$ cat config.mk
export PLATFORM = sky130hd
export DESIGN_NAME = rd_pipe_tracker
export DESIGN_NICKNAME = d
export VERILOG_FILES = /design/src/rtl/rd_pipe_tracker.sv
export SDC_FILE = /design/constraint.sdc
export NUM_CORES = 1
export LEC_CHECK = 0
export BUFFER_PORTS_ARGS = -buffer_cell sky130_fd_sc_hd__buf_2
export CAP_MARGIN = 0
export CORE_MARGIN = 2
export CORE_UTILIZATION = 40
export DETAILED_ROUTE_END_ITERATION = 6
export PLACE_DENSITY = 0.7
export SETUP_SLACK_MARGIN = 0.05
export SYNTH_ARGS = -nofsm -noshare
export SYNTH_HDL_FRONTEND = slang
export SYNTH_SLANG_ARGS = --single-unit
$ cat constraint.sdc
create_clock -name clk -period 2.1 [get_ports clk]
set_input_delay 0.42 -clock clk [delete_from_list [all_inputs] [get_ports clk]]
set_output_delay 0.42 -clock clk [all_outputs]
set_load 0.1 [all_outputs]
$ cat src/rtl/rd_pipe_tracker.sv
// rd_pipe_tracker: tracks destination/source registers through EX, MEM and WB.
// It produces the load-use hazard signal, the EX operand forwarding selects,
// and the register retiring in WB.
module rd_pipe_tracker #(
    parameter int REG_ADDR_W = 5
) (
    input  logic                  clk,
    input  logic                  rst_n,
    input  logic                  id_valid,
    input  logic [REG_ADDR_W-1:0] id_rd,
    input  logic [REG_ADDR_W-1:0] id_rs1,
    input  logic [REG_ADDR_W-1:0] id_rs2,
    input  logic                  id_reg_write,
    input  logic                  id_mem_read,
    input  logic                  stall,
    input  logic                  flush,
    output logic                  load_use_hazard,
    output logic [1:0]            fwd_a,
    output logic [1:0]            fwd_b,
    output logic [REG_ADDR_W-1:0] rd_out,
    output logic                  wb_reg_write
);

    // Common tracking fields of every stage.
    typedef struct packed {
        logic                  valid;
        logic [REG_ADDR_W-1:0] rd;
        logic                  reg_write;
        logic                  mem_read;
    } stage_t;

    // EX also keeps its source registers for the forwarding compares.
    typedef struct packed {
        stage_t                base;
        logic [REG_ADDR_W-1:0] rs1;
        logic [REG_ADDR_W-1:0] rs2;
    } ex_stage_t;

    localparam int MEM_IDX = 0;
    localparam int WB_IDX  = 1;

    // Empty (bubble) entry for the common stages.
    function automatic stage_t empty_stage();
        stage_t s;
        s.valid     = 1'b0;
        s.rd        = {REG_ADDR_W{1'b0}};
        s.reg_write = 1'b0;
        s.mem_read  = 1'b0;
        return s;
    endfunction

    // Empty (bubble) entry for EX.
    function automatic ex_stage_t empty_ex();
        ex_stage_t e;
        e.base = empty_stage();
        e.rs1  = {REG_ADDR_W{1'b0}};
        e.rs2  = {REG_ADDR_W{1'b0}};
        return e;
    endfunction

    // True when stage s will write register rs.
    // x0 never counts as a producer.
    function automatic logic produces(input stage_t s, input logic [REG_ADDR_W-1:0] rs);
        return s.valid & s.reg_write & (s.rd != {REG_ADDR_W{1'b0}}) & (s.rd == rs);
    endfunction

    // Operand source select. MEM is the younger producer, so it wins over WB.
    function automatic logic [1:0] fwd_sel(input stage_t mem_s, input stage_t wb_s,
                                           input logic [REG_ADDR_W-1:0] rs);
        logic [1:0] sel;
        if (produces(mem_s, rs)) begin
            sel = 2'b10;
        end else if (produces(wb_s, rs)) begin
            sel = 2'b01;
        end else begin
            sel = 2'b00;
        end
        return sel;
    endfunction

    ex_stage_t ex_r;
    ex_stage_t ex_next_s;
    stage_t    trk_r      [2];
    stage_t    trk_next_s [2];
    ex_stage_t id_entry_s;
    logic      hazard_s;

    // Load-use hazard: a load in EX whose destination is read by the ID instruction.
    always_comb begin
        hazard_s = id_valid & ex_r.base.valid & ex_r.base.mem_read &
                   (ex_r.base.rd != {REG_ADDR_W{1'b0}}) &
                   ((ex_r.base.rd == id_rs1) | (ex_r.base.rd == id_rs2));
    end

    // Assemble the entry that the ID instruction would occupy in EX.
    always_comb begin
        id_entry_s.base.valid     = id_valid;
        id_entry_s.base.rd        = id_rd;
        id_entry_s.base.reg_write = id_reg_write;
        id_entry_s.base.mem_read  = id_mem_read;
        id_entry_s.rs1            = id_rs1;
        id_entry_s.rs2            = id_rs2;
    end

    // Next-state selection.
    // flush beats stall and hazard for EX; stall freezes MEM and WB.
    always_comb begin
        ex_next_s           = ex_r;
        trk_next_s[MEM_IDX] = trk_r[MEM_IDX];
        trk_next_s[WB_IDX]  = trk_r[WB_IDX];
        if (flush) begin
            ex_next_s = empty_ex();
        end else if (stall) begin
            ex_next_s = ex_r;
        end else if (hazard_s) begin
            ex_next_s = empty_ex();
        end else begin
            ex_next_s = id_entry_s;
        end
        if (stall) begin
            trk_next_s[MEM_IDX] = trk_r[MEM_IDX];
            trk_next_s[WB_IDX]  = trk_r[WB_IDX];
        end else begin
            trk_next_s[MEM_IDX] = ex_r.base;
            trk_next_s[WB_IDX]  = trk_r[MEM_IDX];
        end
    end

    // Tracking registers with asynchronous clear.
    always_ff @(posedge clk or negedge rst_n) begin
        if (!rst_n) begin
            ex_r           <= empty_ex();
            trk_r[MEM_IDX] <= empty_stage();
            trk_r[WB_IDX]  <= empty_stage();
        end else begin
            ex_r           <= ex_next_s;
            trk_r[MEM_IDX] <= trk_next_s[MEM_IDX];
            trk_r[WB_IDX]  <= trk_next_s[WB_IDX];
        end
    end

    // Output decode from the registered stage contents.
    // Forwarding is suppressed when EX is empty.
    always_comb begin
        load_use_hazard = hazard_s;
        if (ex_r.base.valid) begin
            fwd_a = fwd_sel(trk_r[MEM_IDX], trk_r[WB_IDX], ex_r.rs1);
            fwd_b = fwd_sel(trk_r[MEM_IDX], trk_r[WB_IDX], ex_r.rs2);
        end else begin
            fwd_a = 2'b00;
            fwd_b = 2'b00;
        end
        wb_reg_write = trk_r[WB_IDX].valid & trk_r[WB_IDX].reg_write;
        if (trk_r[WB_IDX].valid & trk_r[WB_IDX].reg_write) begin
            rd_out = trk_r[WB_IDX].rd;
        end else begin
            rd_out = {REG_ADDR_W{1'b0}};
        end
    end

endmodule
==> flow_summary.yaml <==
outcome:
  status: "finished, violations left"
  violations: "negative setup slack"
die:
  pin_count: 33
  rows: 25
  die-area_um2: 5500
  start_util: 0.4170
  core_um2: 4723
  chipWidth_um: 74.17
  die-height_um: 74.17
cts:
  worstSkewPairLatency_ns: 0.28
  cts_tree: "yes"
  root_buffer: "clkbuf_8"
  clkTransAtPathRegs_ns: 0.07
  clock_sinks: 32
  numCtsBuffers: 5
  htree_levels: 2
  clock_path_buffers: 2
  holdBufCountCts: 0
final_layout:
  utilization: 0.5544
  antenna_cells: 0
  final_cells: 309
  area_growth_pct: 32.97
  drive_above_1_share: 0.3760
  fin_nets: 263
power:
  powerDensity_nw_per_um2: 756.8
  internal_power_w: 0.001366
  p_sw_w: 0.0006154
  max-vdd-ir-drop_mv: 0.3785
  p_clk_frac: 0.326
  p_sw_frac: 0.3105
  seqPwrFrac: 0.403
  combPwrFrac: 0.271
  leakage_nw: 1.162
  finalPower_w: 0.001982
critical_path:
  cp_cell_sequence: "or4_4 -> o211ai_1 -> buf_4 -> nor4_4 -> nor3_4 -> buf_12"
  path_delay_family: "simple AND/OR/NAND/NOR gates"
  cp.arrival_ns: 1.96
  start_kind: "flip-flop"
  end_kind: "output pin"
  worstPathRequired_ns: 1.68
  crit_type: "flip-flop to output pin"
  cp.buffers_inverters: 2
  slowest_stage: "or4_4"
  cp_max_fo: 3
  max_stage_delay_ns: 0.51
sta:
  period_share: 1.135
  fmax_ghz: 0.4197
  tightest_slew_ns: 0.7161
  hold_violations: 0
  rsz0062_at_grt: "yes"
  fin_crit_ns: 2.383
  finalSetupViolCount: 5
  fin_ws_ns: -0.2829
  slew-limit-headroom: 0.5226
  finClkSkew_ns: 0.004318
  whs_ns: 0.1826
  setup_tns_ns: -1.084
  drv_slew: 0
drt:
  drt-vias-per-instance: 5.498
  first_iter_violations: 140
  wirelength_met1_um: 2189
  wl_per_cell_um: 15.67
  top_layer_used: "met4"
  drt_pass1_iterations: 5
  wl_met3_um: 197
  dr_total_vias: 1699
  drt.antenna.violating_nets: 0
  drc: 0
  wl_met2_um: 2353
  finalWirelength_um: 4843
placed_design:
  hpwl_um: 3375
  portBuffers: 32
  numPlacedInstances: 295
  globalplace.congestion: 0.8007
synth:
  synth_cell_type_count: 24
  synthTopCellsByArea: "dfrtp_1 41%, xnor2_1 8.9%, mux2_2 8.0%"
  yosysSeqAreaShare: 0.4066
  syn_inst: 194
  synth_commonest_cells: "32 x dfrtp_1, 22 x nor3_1, 20 x xnor2_1"
  synth_top_area_cell: "dfrtp_1"
  synth.top_cell.area_share: 0.4066
  syn_area_per_cell_um2: 10.15
  synth_area_um2: 1969
  ys.flop_type: "dfrtp_1"
  synth_most_common_cell: "dfrtp_1"
  synth_seq_cells: 32
  synth_nets: 216
  async_flop_share: 1.000
  ys_warn_count: 0
  synth_edf_count: 0
hold_path:
  hold_class: "input pin to async pin"
global_route:
  antenna_found_initial: 0
  track_usage: 0.2010
  grt_max_degree: 52
  overflow: 0
  grt_pass1_wl_um: 8349
  grt_pass1_vias: 1655
flow_run:
  cap_violations: 0
[worst register-to-register path, cell delays in order, from the launching register on]
cell and delay, ns:
dfrtp_2 0.45, or4_4 0.51, o2111ai_4 0.23, buf_4 0.28, a22oi_1 0.12, o41ai_1 0.07
[cell families after synthesis]
kind of cell,synth area share
AND/OR/NAND/NOR,0.1264
AO/OA/AOI/OAI,0.1861
buffers and inverters,0.06734
flip-flops,0.4066
XOR/XNOR,0.1334
multiplexers,0.08005
[metrics by stage]
| step | worst slack (ns) | cell area (um^2) |
|---|---|---|
| finish | -0.2829 | 2619 |
| CTS | -0.2571 | 2599 |
| global route | -0.3496 | 2619 |
| floorplan | -0.3615 | 2019 |
| global placement | 0.03386 | 2404 |
| detailed placement | -0.01483 | 2404 |
[flip-flops by register name (all words and copies together) (netlist names)]
register	cells
ex_r	18
trk_r	14
[placed cells by master (no fill, tap or decap)]
cell	count
or4_4	2
clkbuf_8	7
and2_2	1
mux2_2	14
buf_12	6
nor4_4	2
nor3_4	2
bufinv_16	1
nand3_1	6
o211ai_1	2
xnor2_2	1
and2_4	2
a32oi_1	16
buf_4	21
dfrtp_2	2
xnor2_1	19
inv_1	19
or4_1	1
a22oi_1	2
o2111ai_4	1
nor2b_4	1
o41ai_1	18
o22ai_4	1
dfrtp_1	30
xor2_1	10
nor3_1	20
buf_2	27
nand2_1	2
and3_1	5
nor2b_1	1
[power groups by stage]
stage,clock network (W),logic (W),registers [W]
after floorplan,0,0.000341,0.000789
after CTS,0.000665,0.000523,0.000797
final,0.000646,0.000537,0.000799
after global routing,0.000697,0.000588,0.000811
after detailed placement,0,0.000484,0.000813
after global placement,0,0.000477,0.000808
[per-layer routing]
layer	vias to the layer above	global-route usage
met3	10	0.04743
met5	-	0
met4	0	0.07273
met2	50	0.3165
met1	813	0.2714
li1	826	-
[path summary, 6_finish.rpt]
path | from | end | slack, ns | cells past startpoint
worst min-delay path | rst_n | ex_r[10] | 0.18 | 1
worst max-delay path | trk_r[11] | fwd_a[0] | -0.28 | 6
worst min register to register | ex_r[11] | ex_r[11] | 0.53 | 2
min in group clk | id_rd[0] | ex_r[12] | 0.40 | 3
max in group asynchronous | rst_n | ex_r[15] | 1.41 | 1
worst max register to register | ex_r[15] | ex_r[11] | 0.33 | 5
[cell type report]
cell class,instances,area [um^2]
fill,416,2105
multi-input combinational,129,1121
sequential,32,803.3
timing repair buffer,54,412.9
clock buffer,7,96.34
tap,67,83.83
inverter,19,71.32
clock inverter,1,30.03
[timing repair]
action | CTS | global route
buffers inserted | 6 | 0
resized for setup | 5 | 3
pin swaps | 8 | 1
endpoints found under the hold margin | 0 | 0
setup endpoints to repair | 5 | 5
(Power assumes the default switching activity.)
